## src/rtl/sipo_pkg.sv

```systemverilog
// Shared types for the SIPO frame controller: FSM state encoding and default word width.
package sipo_pkg;

    localparam int DEF_WIDTH = 4;

    typedef enum logic [1:0] {
        IDLE   = 2'd0,
        SHIFT  = 2'd1,
        PARITY = 2'd2
    } state_t;

endpackage

```

## src/rtl/sipo_shift_core.sv

```systemverilog
// WIDTH-bit MSB-first shift register with shift enable and synchronous clear.
module sipo_shift_core
    import sipo_pkg::*;
#(
    parameter int WIDTH = DEF_WIDTH
) (
    input  logic             clk,
    input  logic             rst,
    input  logic             clr,
    input  logic             en,
    input  logic             din,
    output logic [WIDTH-1:0] word
);

    logic [WIDTH-1:0] q;

    always_ff @(posedge clk or negedge rst) begin
        if (!rst) begin
            q <= '0;
        end else if (clr) begin
            q <= '0;
        end else if (en) begin
            q <= {q[WIDTH-2:0], din};
        end
    end

    // Look-ahead view: while shifting, the word as it will be after this bit lands.
    assign word = en ? {q[WIDTH-2:0], din} : q;

endmodule

```

## src/rtl/sipo_frame_ctrl.sv

```systemverilog
// Frames a serial stream into WIDTH-bit words and offers them on a valid/ready output.
// Optional trailing parity bit and parity_err output when SIPO_PARITY_EN is defined.
//
// state  | meaning
// IDLE   | waiting for start; a start here samples data bit 0
// SHIFT  | sampling data bits 1..WIDTH-1, one per clock
// PARITY | sampling the trailing parity bit (SIPO_PARITY_EN only)
module sipo_frame_ctrl
    import sipo_pkg::*;
#(
    parameter int WIDTH = DEF_WIDTH
`ifdef SIPO_PARITY_EN
    ,
    parameter int PARITY_ODD = 0
`endif
) (
    input  logic             clk,
    input  logic             rst,
    input  logic             ser_in,
    input  logic             start,
    input  logic             ovr_clr,
    output logic [WIDTH-1:0] dout,
    output logic             dout_valid,
    input  logic             dout_ready,
    output logic             busy,
    output logic             overrun
`ifdef SIPO_PARITY_EN
    ,
    output logic             parity_err
`endif
);

    localparam int CW = $clog2(WIDTH) + 1;
    localparam logic [CW-1:0] LAST = CW'(WIDTH - 1);

    state_t           state;
    logic [CW-1:0]    cnt;
    logic [WIDTH-1:0] word;
    logic             shift_en;
    logic             shift_clr;
    logic             done;

    assign shift_en  = ((state == IDLE) && start) || (state == SHIFT);
    assign shift_clr = (state == IDLE) && !start;
    assign busy      = (state != IDLE);

`ifdef SIPO_PARITY_EN
    localparam logic ODD = (PARITY_ODD != 0);
    assign done = (state == PARITY);
`else
    assign done = (state == SHIFT) && (cnt == LAST);
`endif

    sipo_shift_core #(.WIDTH(WIDTH)) u_core (
        .clk  (clk),
        .rst  (rst),
        .clr  (shift_clr),
        .en   (shift_en),
        .din  (ser_in),
        .word (word)
    );

    always_ff @(posedge clk or negedge rst) begin
        if (!rst) begin
            state      <= IDLE;
            cnt        <= '0;
            dout       <= '0;
            dout_valid <= 1'b0;
            overrun    <= 1'b0;
`ifdef SIPO_PARITY_EN
            parity_err <= 1'b0;
`endif
        end else begin
            case (state)
                IDLE: begin
                    if (start) begin
                        state <= SHIFT;
                        cnt   <= CW'(1);
                    end
                end
                SHIFT: begin
                    if (cnt == LAST) begin
`ifdef SIPO_PARITY_EN
                        state <= PARITY;
                        cnt   <= CW'(WIDTH);
`else
                        state <= IDLE;
                        cnt   <= '0;
`endif
                    end else begin
                        cnt <= cnt + CW'(1);
                    end
                end
                PARITY: begin
                    state <= IDLE;
                    cnt   <= '0;
                end
                default: begin
                    state <= IDLE;
                    cnt   <= '0;
                end
            endcase

            // A held, unaccepted word wins over a newly completed one.
            if (done && (!dout_valid || dout_ready)) begin
                dout       <= word;
                dout_valid <= 1'b1;
`ifdef SIPO_PARITY_EN
                parity_err <= (^word) ^ ser_in ^ ODD;
`endif
            end else if (dout_valid && dout_ready) begin
                dout_valid <= 1'b0;
            end

            if (done && dout_valid && !dout_ready) begin
                overrun <= 1'b1;
            end else if (ovr_clr) begin
                overrun <= 1'b0;
            end
        end
    end

endmodule

```

## config.mk

```make
export PLATFORM = sky130hd
export DESIGN_NAME = sipo_frame_ctrl
export DESIGN_NICKNAME = d
export VERILOG_FILES = /design/src/rtl/sipo_pkg.sv /design/src/rtl/sipo_shift_core.sv /design/src/rtl/sipo_frame_ctrl.sv
export SDC_FILE = /design/constraint.sdc
export NUM_CORES = 1
export LEC_CHECK = 0
export ABC_AREA = 1
export BUFFER_PORTS_ARGS = -buffer_cell sky130_fd_sc_hd__buf_2
export CAP_MARGIN = 20
export CORE_AREA = 5 5 42 44
export DETAILED_ROUTE_END_ITERATION = 10
export DIE_AREA = 0 0 47 49
export PLACE_DENSITY = 0.7
export SLEW_MARGIN = 20
export SYNTH_ARGS = -nofsm -noshare
export SYNTH_HDL_FRONTEND = slang
export SYNTH_SLANG_ARGS = --single-unit
```

## constraint.sdc

```tcl
create_clock -name clk -period 2.48 [get_ports clk]
set_input_delay 0 -clock clk [delete_from_list [all_inputs] [get_ports clk]]
set_output_delay 0 -clock clk [all_outputs]
set_load 0.01 [all_outputs]
```

[Yosys cells after proc, flatten, opt, wreduce, memory -nomap -nowiden]
Cells that the tools add are included.
Operators by class
  $add $sub $neg: 1
  equal/unequal tests: 4
  muxes and demuxes: 12
  reduce and logical (&&, ||, !) cells: 17
Operators by type and width (number)
  $mux W4: 2
  $logic_and A1 B1 Y1: 7
  $mux W3: 2
  $pmux W3 S2: 1
  $reduce_bool A2 Y1: 3
  $mux W1: 4
  $mux W2: 2
  $pmux W2 S2: 1
  $add A3 B1 Y3 const B: 1
  $eq A3 B2 Y1 const B: 1
  $logic_not A1 Y1: 3
  $eq A2 B1 Y1 const B: 1
  $logic_not A2 Y1: 1
  $logic_or A1 B1 Y1: 2
  $ne A2 B1 Y1 const B: 1
  $ne A2 B2 Y1 const B: 1
  $reduce_and A2 Y1: 1
Storage, ports and cells
  flip-flop bits (word level): 15
  bits of input ports: 6
  output and inout port bits: 7
  logic and storage cells: 40

[Longest topological paths before layout]
  depth after elaboration: 5
  depth in mapped cells: 6
  gate-level depth less buffers: 6

[Cells and area by module]
A second synthesis with hierarchy kept.
Unflattened totals
  cells, all modules: 77
  area, all modules: 638.1 um^2
Modules (own cells, without submodules)
  sipo_frame_ctrl: times used 1, cells each 47, area each 440.4 um^2, seq. area each 250.2 um^2
  sipo_shift_core: times used 1, cells each 30, area each 197.7 um^2, seq. area each 100.1 um^2

[Worst setup path after synthesis]
No wires, ideal clock.
  path kind: register -> register
  start: register cnt[0]
  end: register dout[0]
  setup time: 0.116 ns
  arrival time: 0.909 ns
  slack: 1.455 ns
  cell stages (with the launch flop): 7
  path buffers: 0
  period minus slack after synthesis: 1.025 ns
  cell sequence: dfrtp_1 -> ha_1 -> inv_1 -> nor2_2 -> nand3_1 -> nand2_1 -> nand2_1
Between the ends
  cells in the longest elaborated chain, start to end: 3
RTL lines
  from (decl): line sipo_frame_ctrl.sv:37  | logic [CW-1:0] cnt;
  from (signal assigned): line sipo_frame_ctrl.sv:91  | cnt <= cnt + CW'(1);
  $eq A3 B2 Y1: line sipo_frame_ctrl.sv:51  | assign done = (state == SHIFT) && (cnt == LAST);
  $logic_and A1 B1 Y1: line sipo_frame_ctrl.sv:51
  $logic_and A1 B1 Y1: line sipo_frame_ctrl.sv:105  | if (done && (!dout_valid || dout_ready)) begin
  to (signal assigned): line sipo_frame_ctrl.sv:106  | dout <= word;
  to (decl): line sipo_frame_ctrl.sv:22  | output logic [WIDTH-1:0] dout,
Every way passes these cells.
A chain may end at the register's enable or synchronous reset.

[Worst setup path after layout]
  start: register cnt[0]
  end: register dout[2]
Same word-level chain as after synthesis.

==> flow_summary.ini <==
[timing]
worst_pin_slew_ns = 0.423
setup_viol = 0
finalCritPeriodShare_pct = 48.3
hold_violations = 0
fin_worst_skew_ns = 0.00206
fin_tns_setup_ns = 0
fmax_ghz = 0.835
slew_headroom_pct = 71.8
slew_viol_final = 0
rsz0062_at_grt = no
hold_ws_ns = 0.0397
period_needed_ns = 1.20

[final_layout]
fin_cells = 103
post-route-util_pct = 53.3
drive_above_1_share_pct = 21.8
final_nets = 96
fillers = 141
seqCellArea_um2 = 350
diodes = 0
syn_to_final_growth_pct = 19.4
multi_input_area_um2 = 219

[synthesis]
ys_seq_area_share_pct = 56.0
netlist_top_cells_count = nand2_1 (27), dfrtp_1 (14), inv_1 (12), o21ai_0 (5), nor2_4 (2)
ys_warn_count = 0
syn_avg_cell_area_um2 = 8.94
yosys_most_used_dff = dfrtp_1
yosysMostFrequentCell = nand2_1
synth.distinct_cells = 15
synth_nets = 77
synth_top_cell_by_area = dfrtp_1
synthCells = 70
synth_top_area_share_pct = 56.0
ys_seq_elements = 14
syn_area_um2 = 626
synth-edff-count = 0
ys_top_cells_by_area = dfrtp_1 (56%), nand2_1 (16%), inv_1 (7.2%)
synthArstFlopShare_pct = 100

[place]
place_congestion = 0.810
dp.cells = 97
dpl.hpwl_um = 888
io_buffers = 12

[setup_path]
crit_type = reg -> reg
cp_max_fo = 4
crit_arrival_ns = 1.36
reg2reg_depth = 6
end_kind = flip-flop
worstSetupStartpoint = cnt[0]$_DFFE_PN0P_
rr_endpoint = dout[2]$_DFFE_PN0P_
r2r_start = cnt[0]$_DFFE_PN0P_
startpoint_type = flip-flop
reg2reg_slack_ns = 1.28
critPathRequiredTime_ns = 2.65
crit_end = dout[2]$_DFFE_PN0P_

[clock_network]
htreeDepth = 1
clkTransAtPathRegs_ns = 0.07
clk_latency_ns = 0.27
post-cts-setup-buffers = 0
clock_sinks = 14
cts_tree = built
clockBufferDepth = 2
root_buffer = clkbuf_4
cts_buffers = 3

[routing]
drt_iter0_drc = 13
vias = 490
first_pass_iters = 4
ant_nets = 0
routedWlPerCell_um = 11.2
viasPerCell = 4.76
routed_wl_mm = 1.15
drc_errors = 0

[floorplan]
die_h_um = 49
core_area_um2 = 1400
die_area_um2 = 2300
num_rows = 14
start_util_pct = 44.6
die_w_um = 47
ios = 13

[grt]
grt_pass1_wl_mm = 1.95
overflow = 0
grt_pass1_vias = 500
track_usage_pct = 11.6
antenna_found_initial = 0
grt_max_degree = 15

[worst_hold_path]
hp-class = in -> reg

[power_and_ir_drop]
powerDensity_nw_per_um2 = 1070
ir_drop_v = 0.000430
p_leak_nw = 0.417

[outcome]
status = completed

[run]
cap_viol_max_count = 0
[state kept, by name, summed over array words and instances, names as in the netlist]
name        flops
dout            4
u_core.q        4
cnt             3
dout_valid      1
overrun         1
state           1
[critical path, cell delays in order (launching register included)]
cell and delay, ns:
dfrtp_1 0.36, ha_1 0.23, inv_1 0.08, nor2_2 0.09, nand3_1 0.16, nand2_1 0.12
nand2_1 0.05
[placed cells by master (no fill, tap or decap)]
master         count
dfrtp_1           14
nand3_1            1
o22ai_1            1
dlygate4sd3_1      3
a21oi_1            1
nor2_4             2
inv_1             12
buf_2             12
nor2_2             1
ha_1               1
clkbuf_4           3
nand2_1           27
a21boi_1           1
nand3_4            1
o21ai_0            5
or2_0              1
nor2_1             1
[routing by layer]
metal / wire, um / share of wire [%] / GRT usage, %
met5: 0 / 0 / 0
met4: 32 / 2.8 / 6.91
met3: 60 / 5.2 / 2.21
met2: 528 / 46 / 17.9
met1: 528 / 46 / 14.5
[timing repair]
| action | CTS | global route |
|---|---|---|
| setup endpoints to repair | 0 | 0 |
| gates resized for setup | 0 | 0 |
| endpoints found under the hold margin | 16 | 0 |
| hold buffers | 3 | 0 |
[cells by family after synthesis]
logic type	synth area share (%)
AND/OR/NAND/NOR	26.0
adder cells (fa/ha/maj)	2.00
buffers and inverters	9.00
AO/OA/AOI/OAI	7.00
flip-flops	56.0
[metrics by stage]
step / worst slack (ns) / power (mW) / instance area [um^2]
5_1_grt: 1.20 / 0.870 / 747
2_1_floorplan: 1.45 / 0.592 / 626
4_1_cts: 1.28 / 0.808 / 747
6_report: 1.28 / 0.797 / 747
3_5_place_dp: 1.30 / 0.681 / 694
3_3_place_gp: 1.31 / 0.666 / 694
[power by group]
part / total, mW / switching [mW] / internal (mW)
logic: 0.303 / 0.182 / 0.121
clock network: 0.120 / 0.0638 / 0.0562
registers: 0.374 / 0.0652 / 0.309
total: 0.797 / 0.311 / 0.486
[final cells by class]
cell class | count | area share [%]
Inverter | 12 | 6.03
Tap cell | 16 | 2.68
Multi-Input combinational cell | 43 | 29.3
Sequential cell | 14 | 46.9
Timing Repair Buffer | 15 | 12.1
Clock buffer | 3 | 3.02
[how the worst min path moves through the flow]
| stage | start | end | slack [ns] | cells past startpoint |
|---|---|---|---|---|
| after global placement | rst | cnt[0]$_DFFE_PN0P_ | -0.09 | 1 |
| after global routing | dout_ready | dout_valid$_DFFE_PN0P_ | 0.06 | 4 |
| after detailed placement | rst | overrun$_DFFE_PN0P_ | -0.09 | 1 |
| after CTS | dout_ready | dout_valid$_DFFE_PN0P_ | 0.04 | 4 |
| final | dout_ready | dout_valid$_DFFE_PN0P_ | 0.04 | 4 |
| after floorplan | rst | cnt[0]$_DFFE_PN0P_ | -0.30 | 0 |
No activity file was read; power rests on OpenSTA's default activity.
